--- src/rtl/tipi_pkg.sv ---
// rtl/tipi_pkg.sv - shared command codes, FSM state type and defaults for the Pi nibble port
package tipi_pkg;

  localparam int SYNC_STAGES_DEF = 2;

  localparam logic [3:0] CMD_RD_TD = 4'h0;
  localparam logic [3:0] CMD_RD_TC = 4'h1;
  localparam logic [3:0] CMD_WR_RD = 4'h2;
  localparam logic [3:0] CMD_WR_RC = 4'h3;

  typedef enum logic [2:0] {
    ST_ABORT = 3'd0,
    ST_CMD   = 3'd1,
    ST_RD_HI = 3'd2,
    ST_RD_LO = 3'd3,
    ST_WR_HI = 3'd4,
    ST_WR_LO = 3'd5,
    ST_DONE  = 3'd6,
    ST_ERR   = 3'd7
  } pi_state_t;

endpackage

--- src/rtl/tipi_pi_nibble_port_if.sv ---
// rtl/tipi_pi_nibble_port_if.sv - Pi pad and TI register signals of the nibble port
interface tipi_pi_nibble_port_if;
  // Pad nibble numbering is MSB-first, so the numeric value of each vector
  // is the value the Pi sees; vectors are declared descending.
  logic       r_clk;
  logic       r_nibrst;
  logic [3:0] r_nib_i;
  logic [3:0] r_nib_o;
  logic       r_nib_oe;
  logic [7:0] td;
  logic [7:0] tc;
  logic [7:0] rd;
  logic [7:0] rc;
  logic       rd_we;
  logic       rc_we;
  logic       frame_err;

  modport master (
    output r_clk, r_nibrst, r_nib_i, td, tc,
    input  r_nib_o, r_nib_oe, rd, rc, rd_we, rc_we, frame_err
  );

  modport slave (
    input  r_clk, r_nibrst, r_nib_i, td, tc,
    output r_nib_o, r_nib_oe, rd, rc, rd_we, rc_we, frame_err
  );
endinterface

--- src/rtl/tipi_sync_edge.sv ---
// rtl/tipi_sync_edge.sv - multi-flop synchroniser with registered rising-edge pulse
module tipi_sync_edge #(
  parameter int SYNC_STAGES = 2
) (
  input  logic clk,
  input  logic reset,
  input  logic d_i,
  output logic level_o,
  output logic rise_o
);

  // One extra flop beyond the synchroniser holds the previous synced level.
  logic [SYNC_STAGES:0] sync_q, sync_d;
  logic                 rise_q, rise_d;

  // Shift the pad value in and flag a low-to-high transition of the synced level.
  always_comb begin
    sync_d = {sync_q[SYNC_STAGES-1:0], d_i};
    rise_d = sync_q[SYNC_STAGES-1] & ~sync_q[SYNC_STAGES];
  end

  // Synchroniser chain and pulse register.
  always_ff @(posedge clk or posedge reset) begin
    if (reset) begin
      sync_q <= '0;
      rise_q <= 1'b0;
    end else begin
      sync_q <= sync_d;
      rise_q <= rise_d;
    end
  end

  assign level_o = sync_q[SYNC_STAGES-1];
  assign rise_o  = rise_q;

endmodule

--- src/rtl/tipi_pi_nibble_port.sv ---
// rtl/tipi_pi_nibble_port.sv - Pi-side nibble exchange of the TIPI TD/TC/RD/RC registers
module tipi_pi_nibble_port
  import tipi_pkg::*;
#(
  parameter int         SYNC_STAGES = SYNC_STAGES_DEF,
  parameter logic [7:0] RDRC_RESET  = 8'h00
) (
  input  logic                   clk,
  input  logic                   reset,
  tipi_pi_nibble_port_if.slave   bus
);

  logic rclk_level, strobe;
  logic nibrst_level, nibrst_rise;

  tipi_sync_edge #(.SYNC_STAGES(SYNC_STAGES)) u_rclk_sync (
    .clk     (clk),
    .reset   (reset),
    .d_i     (bus.r_clk),
    .level_o (rclk_level),
    .rise_o  (strobe)
  );

  tipi_sync_edge #(.SYNC_STAGES(SYNC_STAGES)) u_nibrst_sync (
    .clk     (clk),
    .reset   (reset),
    .d_i     (bus.r_nibrst),
    .level_o (nibrst_level),
    .rise_o  (nibrst_rise)
  );

  pi_state_t  state_q, state_d;
  logic [3:0] nib_s_q, nib_s_d;
  logic [7:0] snap_q, snap_d;
  logic       target_rc_q, target_rc_d;
  logic [3:0] hi_q, hi_d;
  logic [7:0] rd_q, rd_d;
  logic [7:0] rc_q, rc_d;
  logic       rd_we_q, rd_we_d;
  logic       rc_we_q, rc_we_d;
  logic       frame_err_q, frame_err_d;
  logic [3:0] nib_o_q, nib_o_d;
  logic       nib_oe_q, nib_oe_d;
  logic       abort;

  // Frame reset wins over everything, including a strobe in the same cycle.
  assign abort = nibrst_level | nibrst_rise;

  // Next-state, datapath and registered pad outputs.
  always_comb begin
    state_d     = state_q;
    snap_d      = snap_q;
    target_rc_d = target_rc_q;
    hi_d        = hi_q;
    rd_d        = rd_q;
    rc_d        = rc_q;
    rd_we_d     = 1'b0;
    rc_we_d     = 1'b0;
    frame_err_d = frame_err_q;

    // Track the Pi nibble while synced r_clk is high; the Pi holds it stable
    // then, so at the strobe this is the value present at edge detection.
    nib_s_d = rclk_level ? bus.r_nib_i : nib_s_q;

    // Pad drive follows the current state, one clk behind each transition.
    nib_oe_d = (state_q == ST_RD_HI) || (state_q == ST_RD_LO);
    nib_o_d  = 4'h0;
    if (state_q == ST_RD_HI) nib_o_d = snap_q[7:4];
    if (state_q == ST_RD_LO) nib_o_d = snap_q[3:0];

    if (state_q == ST_ABORT) frame_err_d = 1'b0;

    if (abort) begin
      state_d = ST_ABORT;
    end else begin
      case (state_q)
        ST_ABORT: state_d = ST_CMD;
        ST_CMD: begin
          if (strobe) begin
            case (nib_s_q)
              CMD_RD_TD: begin snap_d = bus.td; state_d = ST_RD_HI; end
              CMD_RD_TC: begin snap_d = bus.tc; state_d = ST_RD_HI; end
              CMD_WR_RD: begin target_rc_d = 1'b0; state_d = ST_WR_HI; end
              CMD_WR_RC: begin target_rc_d = 1'b1; state_d = ST_WR_HI; end
              default:   begin frame_err_d = 1'b1; state_d = ST_ERR; end
            endcase
          end
        end
        ST_RD_HI: if (strobe) state_d = ST_RD_LO;
        ST_RD_LO: if (strobe) state_d = ST_DONE;
        ST_WR_HI: begin
          if (strobe) begin
            hi_d    = nib_s_q;
            state_d = ST_WR_LO;
          end
        end
        ST_WR_LO: begin
          if (strobe) begin
            if (target_rc_q) begin
              rc_d    = {hi_q, nib_s_q};
              rc_we_d = 1'b1;
            end else begin
              rd_d    = {hi_q, nib_s_q};
              rd_we_d = 1'b1;
            end
            state_d = ST_DONE;
          end
        end
        ST_DONE: state_d = ST_DONE;
        ST_ERR:  state_d = ST_ERR;
        default: state_d = ST_ABORT;
      endcase
    end
  end

  // State and datapath registers.
  always_ff @(posedge clk or posedge reset) begin
    if (reset) begin
      state_q     <= ST_ABORT;
      nib_s_q     <= 4'h0;
      snap_q      <= 8'h00;
      target_rc_q <= 1'b0;
      hi_q        <= 4'h0;
      rd_q        <= RDRC_RESET;
      rc_q        <= RDRC_RESET;
      rd_we_q     <= 1'b0;
      rc_we_q     <= 1'b0;
      frame_err_q <= 1'b0;
      nib_o_q     <= 4'h0;
      nib_oe_q    <= 1'b0;
    end else begin
      state_q     <= state_d;
      nib_s_q     <= nib_s_d;
      snap_q      <= snap_d;
      target_rc_q <= target_rc_d;
      hi_q        <= hi_d;
      rd_q        <= rd_d;
      rc_q        <= rc_d;
      rd_we_q     <= rd_we_d;
      rc_we_q     <= rc_we_d;
      frame_err_q <= frame_err_d;
      nib_o_q     <= nib_o_d;
      nib_oe_q    <= nib_oe_d;
    end
  end

  assign bus.r_nib_o   = nib_o_q;
  assign bus.r_nib_oe  = nib_oe_q;
  assign bus.rd        = rd_q;
  assign bus.rc        = rc_q;
  assign bus.rd_we     = rd_we_q;
  assign bus.rc_we     = rc_we_q;
  assign bus.frame_err = frame_err_q;

endmodule

--- src/flat_wrapper.sv ---
// flat-port wrapper written by rule: the top's interface ports become plain ports
module tipi_pi_nibble_port_flat import tipi_pkg::*;
#(
  parameter int         SYNC_STAGES = SYNC_STAGES_DEF,
  parameter logic [7:0] RDRC_RESET  = 8'h00
)
  (clk, reset, bus_r_clk, bus_r_nibrst, bus_r_nib_i, bus_td, bus_tc, bus_r_nib_o, bus_r_nib_oe, bus_rd, bus_rc, bus_rd_we, bus_rc_we, bus_frame_err);
  tipi_pi_nibble_port_if bus_i ();
  input  logic clk;
  input  logic reset;
  input wire logic [$bits(bus_i.r_clk)-1:0] bus_r_clk;
  input wire logic [$bits(bus_i.r_nibrst)-1:0] bus_r_nibrst;
  input wire logic [$bits(bus_i.r_nib_i)-1:0] bus_r_nib_i;
  input wire logic [$bits(bus_i.td)-1:0] bus_td;
  input wire logic [$bits(bus_i.tc)-1:0] bus_tc;
  output wire logic [$bits(bus_i.r_nib_o)-1:0] bus_r_nib_o;
  output wire logic [$bits(bus_i.r_nib_oe)-1:0] bus_r_nib_oe;
  output wire logic [$bits(bus_i.rd)-1:0] bus_rd;
  output wire logic [$bits(bus_i.rc)-1:0] bus_rc;
  output wire logic [$bits(bus_i.rd_we)-1:0] bus_rd_we;
  output wire logic [$bits(bus_i.rc_we)-1:0] bus_rc_we;
  output wire logic [$bits(bus_i.frame_err)-1:0] bus_frame_err;
  assign bus_i.r_clk = bus_r_clk;
  assign bus_i.r_nibrst = bus_r_nibrst;
  assign bus_i.r_nib_i = bus_r_nib_i;
  assign bus_i.td = bus_td;
  assign bus_i.tc = bus_tc;
  assign bus_r_nib_o = bus_i.r_nib_o;
  assign bus_r_nib_oe = bus_i.r_nib_oe;
  assign bus_rd = bus_i.rd;
  assign bus_rc = bus_i.rc;
  assign bus_rd_we = bus_i.rd_we;
  assign bus_rc_we = bus_i.rc_we;
  assign bus_frame_err = bus_i.frame_err;
  tipi_pi_nibble_port #(.SYNC_STAGES(SYNC_STAGES), .RDRC_RESET(RDRC_RESET)) u_core (.clk(clk), .reset(reset), .bus(bus_i));
endmodule
--- config.mk ---
export PLATFORM = sky130hd
export DESIGN_NAME = tipi_pi_nibble_port_flat
export DESIGN_NICKNAME = d
export VERILOG_FILES = /design/src/rtl/tipi_pkg.sv /design/src/rtl/tipi_pi_nibble_port_if.sv /design/src/rtl/tipi_sync_edge.sv /design/src/rtl/tipi_pi_nibble_port.sv /design/src/flat_wrapper.sv
export SDC_FILE = /design/constraint.sdc
export NUM_CORES = 1
export LEC_CHECK = 0
export ABC_AREA = 1
export BUFFER_PORTS_ARGS = -buffer_cell sky130_fd_sc_hd__buf_2
export CAP_MARGIN = 5
export CORE_AREA = 2 2 73 75
export DETAILED_ROUTE_END_ITERATION = 10
export DIE_AREA = 0 0 75 77
export PLACE_DENSITY = 0.68
export SLEW_MARGIN = 15
export SYNTH_ARGS = -nofsm -noshare
export SYNTH_HDL_FRONTEND = slang
export SYNTH_SLANG_ARGS = --single-unit
--- constraint.sdc ---
create_clock -name clk -period 1.8 [get_ports clk]
set_input_delay 0.36 -clock clk [delete_from_list [all_inputs] [get_ports clk]]
set_output_delay 0.36 -clock clk [all_outputs]
set_load 0.05 [all_outputs]
==> results of run 1 <==
==> stage by stage <==
step	worst slack [ns]	hold slack [ns]	instance area [µm²]
5_1_grt	0.1072	0.1046	2608
3_3_place_gp	0.2992	0.3336	2492
2_1_floorplan	0.1821	0.3312	2170
4_1_cts	0.2528	0.08558	2608
3_5_place_dp	0.2533	0.3365	2492
6_report	0.2783	0.07940	2608
==> power groups by stage <==
stage          registers, mW  clock network, mW  logic [mW]
2_1_floorplan           1.54                  0       0.282
3_3_place_gp            1.44                  0       0.518
3_5_place_dp            1.44                  0       0.525
4_1_cts                 1.42              0.833       0.528
5_1_grt                 1.44              0.873       0.585
6_report                1.42              0.809       0.521
==> Yosys cell counts <==
library cell | number | area [µm²]
a21oi_1 | 1 | 5.000
buf_2 | 3 | 15.01
buf_6 | 1 | 11.26
clkbuf_1 | 1 | 3.750
clkinv_1 | 1 | 3.750
dfrtp_1 | 52 | 1301
inv_1 | 13 | 48.80
inv_2 | 4 | 15.01
nand2_1 | 120 | 450.4
nand2_2 | 1 | 6.260
nand3_1 | 25 | 125.1
nand3_2 | 1 | 10.01
nand4_1 | 1 | 6.260
nor2_1 | 9 | 33.78
nor2_2 | 5 | 31.28
nor3_1 | 1 | 5.000
nor3_2 | 1 | 10.01
nor3_4 | 1 | 16.27
nor4_1 | 1 | 6.260
o21ai_0 | 5 | 25.02
o21ai_1 | 8 | 40.04
==> final timing paths <==
| check | startpoint | endpoint | cells past startpoint |
|---|---|---|---|
| setup / recovery | u_core.state_q[0] | u_core.bus.rd[5] | 5 |
| hold / removal | reset | u_core.target_rc_q | 3 |
| setup reg to reg | u_core.state_q[0] | u_core.bus.rd[5] | 5 |
| hold reg to reg | u_core.u_nibrst_sync.sync_q[0] | u_core.u_nibrst_sync.sync_q[1] | 0 |
| max in group asynchronous | reset | u_core.hi_q[1] | 3 |
| min in group clk | bus_r_nibrst | u_core.u_nibrst_sync.sync_q[0] | 1 |
==> registers in the layout, summed over array words and instances (netlist names) <==
register / count
u_core.bus.rc_we: 1
u_core.bus.frame_err: 1
u_core.nib_s_q: 4
u_core.u_rclk_sync.sync_q: 3
u_core.bus.rd: 8
u_core.u_nibrst_sync.rise_o: 1
u_core.bus.rd_we: 1
u_core.u_nibrst_sync.sync_q: 3
u_core.hi_q: 4
u_core.snap_q: 8
u_core.bus.r_nib_o: 4
u_core.bus.rc: 8
u_core.target_rc_q: 1
u_core.state_q: 3
u_core.bus.r_nib_oe: 1
u_core.u_rclk_sync.rise_o: 1
==> cells by family (layout without fill, tap and decap cells) <==
logic type	after synthesis	after routing
flops	52	52
compound gates	14	14
simple gates	166	166
buf+inv	23	77
==> critical path, delay by kind of cell (launching register included) <==
kind	cells	cell delay, ns
flops	1	0.57
simple gates	5	0.85
==> layout by cell type (no fill, tap or decap) <==
master and count:
bufinv_16 1, buf_2 47, nand3_1 25, nand4_1 1, nor3_4 1, clkinv_1 1
nand3_2 1, nor2_1 9, o21ai_1 8, dfrtp_1 52, inv_8 1, o21ai_0 5
nor3_1 1, buf_4 4, clkinv_2 1, inv_1 12, nor4_1 1, clkbuf_8 5
nor3_2 1, nor2_2 5, nand2_2 1, nand2_1 120, a21oi_1 1, inv_2 5
==> routing by layer <==
layer	routed length, µm	vias to the layer above	GRT usage [%]	share of wire, %
met3	180	5	3.942	4.3
met5	0	-	0	0
met1	2068	787	22.54	50
met2	1841	46	22.89	44
li1	-	899	-	-
met4	50	0	4.464	1.2
==> layout make-up <==
cell class              count  area [µm²]  area share, %
clock buffers               5       68.82          2.639
multi-input cells         180       770.7          29.56
well taps                  70       87.58          3.359
clock inverters             3       46.29          1.775
flip-flops and latches     52        1301          49.90
inverters                  18       67.56          2.591
repair buffers             51       265.3          10.17
==> results.yml, run 1 <==
synthesis:
  ys.warnings.count: 0
  synth_cells: 255
  synthSimpleGateAreaFrac_pct: 32.30
  ys_seq_area_share_pct: 59.98
  muxShareOfSynthArea_pct: 0
  synth.cell_area_um2: 2170
  syn_area_per_cell_um2: 8.508
  synth_compound_area_share_pct: 3.230
  synth_top_family_by_area: "simple AND/OR/NAND/NOR gates"
  synth_nets: 279
  ys_types: 21
  ys_ff_latch: 52
  synth-xor-area-share_pct: 0
  synth_adder_area_share_pct: 0
clocking:
  ctsResizeCount: 0
  clockBufferDepth: 2
  cts_inserted_buffers: 5
  cts_tree: "built"
  htree_levels: 2
  postCtsHoldBufs: 0
  post_cts_buffers: 0
  cts-root-buf: "clkbuf_8"
  clkTransAtPathRegs_ns: 0.10
  cts.sinks: 52
  clock_latency_ns: 0.31
run_status:
  status: "complete, no violations"
pwr:
  power_mw: 2.752
  seq_power_share_pct: 51.7
  power.leakage_nw: 1.464
  intPower_mw: 1.884
  pwr-share-comb_pct: 18.9
  ir_drop_v: 0.0004715
  p_clk_share_pct: 29.4
  p_per_area_nw_per_um2: 1055
  swShare_pct: 31.53
  p_sw_mw: 0.8677
timing:
  fin_crit_ns: 1.522
  hold_viol_final: 0
  slew_headroom_pct: 75.07
  skew_ns: 0.01491
  rsz0062_at_grt: "false"
  tightest_slew_ns: 0.3725
  fmax_mhz: 657.2
  setup_viol: 0
  drv_slew: 0
  finalCritPeriodShare_pct: 84.54
  tns_ns: 0
layout:
  nets: 332
  layout.cells.non_filler: 379
  postLayoutCoreUtil_pct: 52.39
  diodes: 0
  area_growth_pct: 20.18
  fill_cells: 501
  drive_gt1_share_pct: 23.62
route:
  vias: 1737
  ant_nets: 0
  wl_mm: 4.140
  initialDrtViolationCount: 53
  via_per_inst: 4.583
  post-route-drc-count: 0
  drtPass1Iterations: 4
  wl_per_cell_um: 10.92
worst_setup_path:
  cpMostUsedCell: "nand2_1"
  crit_path_start_kind: "register"
  path_cells: "nand2_2 -> nor2_1 -> nand4_1 -> nand2_1 -> nand2_1"
  worst-path-max-fanout: 11
  critPathCaptureType: "register"
  slowest_delay_ns: 0.57
  critical_path_arrival_ns: 1.71
  rrSetupSlack_ns: 0.28
  required_ns: 1.99
  crit_type: "register to register"
  cp_slowest_cell: "dfrtp_1"
job:
  maxCapViolCount: 0
placement:
  dp.cells: 371
  place_congestion: 0.7519
  numPortBuffers: 47
  dp_hpwl_mm: 3.078
global_routing:
  grt_overflow: 0
  antenna_found_initial: 0
  grt_pass1_vias: 1572
  track_usage_pct: 15.52
  grt_start_max_net_pins: 28
  grt_pass1_wl_mm: 6.982
floorplanning:
  num_rows: 26
  core_area_um2: 4977
  die_h_um: 77
  ios: 48
  start_util_pct: 43.59
  dieArea_um2: 5775
  die_width_um: 75
worst_hold_path:
  hp-class: "input pin to asynchronous set/reset pin"
Power figures use the tool's default switching activity.
==> run 2, diff against run 1 <==
--- a/config.mk
+++ b/config.mk
@@ -5,13 +5,13 @@
 export SDC_FILE = /design/constraint.sdc
 export NUM_CORES = 1
 export LEC_CHECK = 0
-export ABC_AREA = 1
+export ABC_AREA = 0
 export BUFFER_PORTS_ARGS = -buffer_cell sky130_fd_sc_hd__buf_2
 export CAP_MARGIN = 5
-export CORE_AREA = 2 2 73 75
+export CORE_AREA = 2 2 71 73
 export DETAILED_ROUTE_END_ITERATION = 10
-export DIE_AREA = 0 0 75 77
-export PLACE_DENSITY = 0.68
+export DIE_AREA = 0 0 73 75
+export PLACE_DENSITY = 0.69
 export SLEW_MARGIN = 15
 export SYNTH_ARGS = -nofsm -noshare
 export SYNTH_HDL_FRONTEND = slang
==> constraint.sdc (replaced) <==
create_clock -name clk -period 1.46 [get_ports clk]
set_input_delay 0.292 -clock clk [delete_from_list [all_inputs] [get_ports clk]]
set_output_delay 0.292 -clock clk [all_outputs]
set_load 0.05 [all_outputs]
==> results.yml, run 2 <==
route:
  drtPass1Iterations: 4
  vias: 1315
  initialDrtViolationCount: 74
  wl_mm: 3.883
  ant_nets: 0
  via_per_inst: 4.870
  wl_per_cell_um: 14.38
  post-route-drc-count: 0
timing:
  rsz0062_at_grt: "true"
  setup_ws_ns: -0.06849
  tightest_slew_ns: 0.6059
  fin_crit_ns: 1.528
  finalCritPeriodShare_pct: 104.7
  slew_headroom_pct: 59.61
  hold_ws_ns: 0.09140
  drv_slew: 0
  hold_viol_final: 0
  skew_ns: 0.01188
  fmax_mhz: 654.2
  setup_viol: 20
placement:
  numPortBuffers: 47
  dp_hpwl_mm: 2.815
  dp.cells: 257
  pre_cts_ws_ns: -0.08050
  place_congestion: 0.7585
pwr:
  p_sw_mw: 0.6961
  ir_drop_v: 0.0007673
  p_per_area_nw_per_um2: 1051
  power.leakage_nw: 1.431
  seq_power_share_pct: 58.6
  swShare_pct: 25.15
  power_mw: 2.768
  p_clk_share_pct: 29.7
  intPower_mw: 2.072
  pwr-share-comb_pct: 11.7
synthesis:
  synth.top_cell.area_share_pct: 63.45
  synth_edf_count: 0
  synth_cells: 148
  synth-async-reset-ratio_pct: 100.0
  ys_types: 27
  netlist_top_cells_area: "dfrtp_1 (63%), mux2_2 (13%), mux2i_1 (5.9%), o21ai_0 (2.2%), nand2_1 (2.0%)"
  synth_top_area_cell: "dfrtp_1"
  ys.warnings.count: 0
  ys_seq_area_share_pct: 63.45
  syn_area_per_cell_um2: 13.86
  synth.cell_area_um2: 2051
  yosysMostFrequentCell: "dfrtp_1"
  synthTopCellsByCount: "dfrtp_1 (52), mux2_2 (24), mux2i_1 (12)"
  synth_nets: 172
  synthFlopType: "dfrtp_1"
  ys_ff_latch: 52
global_routing:
  grt_pass1_vias: 1373
  grt_pass1_wl_mm: 6.348
  grt_start_max_net_pins: 21
  grt_overflow: 0
  antenna_found_initial: 0
  track_usage_pct: 15.50
clocking:
  htree_levels: 2
  clkTransAtPathRegs_ns: 0.09
  cts_inserted_buffers: 5
  cts.sinks: 52
  cts-root-buf: "clkbuf_8"
  clock_latency_ns: 0.30
  clockBufferDepth: 2
  cts_tree: "built"
layout:
  multiInputGateArea_um2: 748.2
  final_common_cell: "dfrtp_1"
  nets: 239
  drive_gt1_share_pct: 50.46
  layout.cells.non_filler: 270
  area_growth_pct: 28.37
  diodes: 0
  mostFrequentLayoutCells: "dfrtp_1 (51), buf_2 (48), mux2_2 (23)"
  ff_latch_area_um2: 1303
  postLayoutCoreUtil_pct: 56.48
  fill_cells: 406
run_status:
  violations: "negative setup slack"
  status: "finished with violations"
floorplanning:
  num_rows: 25
  core_area_um2: 4661
  dieArea_um2: 5475
  die_width_um: 73
  start_util_pct: 44.00
  die_h_um: 75
  ios: 48
worst_setup_path:
  critical_path_arrival_ns: 1.71
  crit_path_start_kind: "register"
  crit_type: "register to register"
  required_ns: 1.65
  critPathCapture: "u_core.hi_q[2]"
  rrSetupSlack_ns: -0.07
  regToRegEndpoint: "u_core.hi_q[2]"
  worst-path-max-fanout: 4
  rr_worst_depth: 5
  critPathCaptureType: "register"
  cp-startpoint: "u_core.u_nibrst_sync.sync_q[1]"
  r2r_start: "u_core.u_nibrst_sync.sync_q[1]"
worst_hold_path:
  hp-start: "bus_r_clk"
  hp-class: "input pin to register"
job:
  maxCapViolCount: 0
run 2: cell count changes in the layout (fill, tap and decap cells not counted), sizes merged, moves of 3 or more:
cell    previous run  this run
buf               51        64
inv               18         3
mux2               0        25
mux2i              0        12
nand2            121        11
nand2b             0         3
nand3             26         2
nor2              14         5
nor2b              0         3
o21ai             13         9
run 2: worst min-delay path by stage:
stage | endpoint | slack, ns | depth (start not counted)
floorplan | u_core.u_nibrst_sync.sync_q[0] | 0.32 | 0
global placement | u_core.bus.rd[5] | 0.31 | 2
detailed placement | u_core.bus.rd[1] | 0.31 | 2
CTS | u_core.u_rclk_sync.sync_q[0] | 0.08 | 1
global route | u_core.u_rclk_sync.sync_q[0] | 0.08 | 1
finish | u_core.u_rclk_sync.sync_q[0] | 0.09 | 1
run 2: power groups by stage:
stage	clock network, mW	logic (mW)	registers [mW]
floorplan	0	0.173	1.66
global placement	0	0.307	1.65
detailed placement	0	0.314	1.65
CTS	0.849	0.322	1.62
global route	0.905	0.361	1.64
finish	0.821	0.325	1.62
run 2: kinds of logic (layout without fill, tap and decap cells):
group,count (synthesis),count (layout),share of synthesized area [%]
flops,52,52,63.45
mux,37,37,19.59
simple gates,35,35,10.68
compound gates,14,14,3.783
buf+inv,9,77,2.013
fa+ha+maj,1,1,0.4881
run 2: what timing repair did:
item,4_1_cts,5_1_grt
buffers inserted,2,2
setup endpoints to repair,21,30
pin swaps,1,1
hold buffers,1,0
hold endpoints to repair,14,0
cloned,0,1
resized for setup,3,10
run 2: critical path: stages, from the launching register on:
cell and delay, ns:
dfrtp_1 0.41, nor4b_4 0.30, and2_4 0.22, buf_4 0.13, nand2b_4 0.07, mux2_2 0.27
run 2: layer usage:
metal  up-vias  share of wire [%]  global-route usage, %  wire, µm
li1        644                  -                      -         -
met3         5                2.4                  2.677        92
met1       644                 47                  20.78      1816
met5         -                  0                      0         0
met2        22                 49                  24.22      1903
met4         0                1.8                  8.436        70
run 2: cell type report:
class	count	share of cell area, %
Clock buffer	6	3.137
Clock inverter	2	0.3802
Inverter	4	0.7129
Multi-Input combinational cell	87	28.42
Sequential cell	52	49.48
Tap cell	54	2.567
Timing Repair Buffer	65	15.30
run 2: stage by stage:
stage | cell area (µm²) | setup TNS, ns
floorplan | 2054 | -0.9192
global placement | 2454 | -0.3695
detailed placement | 2454 | -1.055
CTS | 2584 | -1.107
global route | 2633 | -2.306
finish | 2633 | -0.8460
==> run 3, diff against run 2 <==
--- a/config.mk
+++ b/config.mk
@@ -5,13 +5,13 @@
 export SDC_FILE = /design/constraint.sdc
 export NUM_CORES = 1
 export LEC_CHECK = 0
-export ABC_AREA = 0
+export ABC_AREA = 1
 export BUFFER_PORTS_ARGS = -buffer_cell sky130_fd_sc_hd__buf_2
 export CAP_MARGIN = 5
-export CORE_AREA = 2 2 71 73
+export CORE_AREA = 2 2 73 75
 export DETAILED_ROUTE_END_ITERATION = 10
-export DIE_AREA = 0 0 73 75
-export PLACE_DENSITY = 0.69
+export DIE_AREA = 0 0 75 77
+export PLACE_DENSITY = 0.68
 export SLEW_MARGIN = 15
 export SYNTH_ARGS = -nofsm -noshare
 export SYNTH_HDL_FRONTEND = slang
==> results.yml, run 3 (same netlist as run 1, synthesis figures left out) <==
route:
  ant_nets: 0
  initialDrtViolationCount: 110
  vias: 1793
  via_per_inst: 4.645
  post-route-drc-count: 0
  wl_mm: 4.443
  drtPass1Iterations: 4
  wl_per_cell_um: 11.51
global_routing:
  grt_pass1_vias: 1745
  track_usage_pct: 17.49
  antenna_found_initial: 0
  grt_pass1_wl_mm: 7.714
  grt_overflow: 0
  grt_start_max_net_pins: 53
layout:
  ff_latch_area_um2: 1301
  area_growth_pct: 22.95
  drive_gt1_share_pct: 25.95
  multiInputGateArea_um2: 790.8
  design_area_um2: 2668
  nets: 339
  fill_cells: 474
  diodes: 0
  mostFrequentLayoutCells: "nand2_1 (118), dfrtp_1 (52), buf_2 (47)"
  postLayoutCoreUtil_pct: 53.59
  final_common_cell: "nand2_1"
clocking:
  cts_inserted_buffers: 5
  cts_tree: "built"
  postCtsHoldBufs: 0
  clock_latency_ns: 0.31
  cts-root-buf: "clkbuf_8"
  cts.sinks: 52
  htree_levels: 2
  clockBufferDepth: 2
  clkTransAtPathRegs_ns: 0.10
floorplanning:
  die_width_um: 75
  core_area_um2: 4977
  num_rows: 26
  die_h_um: 77
  dieArea_um2: 5775
  start_util_pct: 43.59
  ios: 48
worst_setup_path:
  worst-path-max-fanout: 8
  required_ns: 1.67
  crit_path_start_kind: "register"
  crit_type: "register to register"
  critPathCaptureType: "register"
  rrSetupSlack_ns: 0.14
  critical_path_arrival_ns: 1.53
timing:
  slew_headroom_pct: 75.36
  drv_slew: 0
  fmax_mhz: 759.6
  setup_viol: 0
  tightest_slew_ns: 0.3692
  fin_crit_ns: 1.317
  finalCritPeriodShare_pct: 90.17
  tns_ns: 0
  skew_ns: 0.007109
  hold_viol_final: 0
pwr:
  power.leakage_nw: 1.488
  ir_drop_v: 0.0005453
  power_mw: 3.270
  seq_power_share_pct: 53.0
  pwr-share-comb_pct: 21.7
  p_sw_mw: 1.095
  swShare_pct: 33.47
  p_per_area_nw_per_um2: 1226
  intPower_mw: 2.176
  p_clk_share_pct: 25.3
run_status:
  status: "complete, no violations"
worst_hold_path:
  hp-class: "input pin to asynchronous set/reset pin"
placement:
  dp_hpwl_mm: 3.094
  placed_area_um2: 2546
  numPortBuffers: 47
  place_congestion: 0.8663
job:
  maxCapViolCount: 0
-- run 3: cell count changes in the layout (fill, tap and decap cells not counted), moves of 4 or more --
cell     delta
o21ai_1     +7
mux2i_1    -12
mux2_2     -23
nor2_2      +5
inv_2       +4
nand3_1    +25
inv_1       +9
nand2_1   +107
-- run 3: path summary, 6_finish.rpt --
check,from,to,cells past startpoint
min,reset,u_core.u_rclk_sync.sync_q[0],3
max,u_core.nib_s_q[3],u_core.snap_q[5],6
min in group clk,bus_r_nibrst,u_core.u_nibrst_sync.sync_q[0],1
max in group asynchronous,reset,u_core.bus.rc[1],3
min reg2reg,u_core.u_nibrst_sync.sync_q[0],u_core.u_nibrst_sync.sync_q[1],0
max reg2reg,u_core.nib_s_q[3],u_core.snap_q[5],6
-- run 3: cell type report --
type,count,share of cell area (%)
Clock buffer,6,2.720
Multi-Input combinational cell,180,29.64
Clock inverter,2,0.5159
Inverter,18,2.674
Tap cell,70,3.283
Sequential cell,52,48.78
Timing Repair Buffer,58,12.38
-- run 3: layer usage --
metal | wire, µm | vias to the layer above | track usage [%]
li1 | - | 921 | -
met1 | 2046 | 828 | 22.19
met2 | 2115 | 39 | 28.42
met3 | 217 | 5 | 4.336
met4 | 63 | 0 | 6.429
met5 | 0 | - | 0
-- run 3: power by group through the flow --
stage | Combinational, mW | Sequential (mW) | Clock, mW
floorplan | 0.348 | 1.90 | 0
global placement | 0.699 | 1.75 | 0
detailed placement | 0.703 | 1.76 | 0
CTS | 0.708 | 1.73 | 0.855
global route | 0.791 | 1.76 | 0.918
finish | 0.708 | 1.73 | 0.829
-- run 3: repair_timing --
| item | CTS | global route |
|---|---|---|
| endpoints found under the hold margin | 0 | 0 |
| resized for setup | 0 | 5 |
| setup buffers | 0 | 2 |
| setup endpoints to repair | 0 | 21 |
-- run 3: critical path, stage by stage (launching register included) --
cell	delay (ns)
dfrtp_1	0.41
nor2_2	0.22
nand2_1	0.15
nor2_1	0.15
nand2_2	0.14
nand2_1	0.10
nand2_1	0.05
-- run 3: through the flow --
stage	std cells	setup WS (ns)	hold slack, ns
after floorplan	255	0.2190	0.3234
after global placement	376	0.06150	0.3314
after detailed placement	376	0.06602	0.3457
after CTS	384	0.05870	0.03788
after global routing	386	-0.006527	0.04778
final	386	0.1435	0.02631
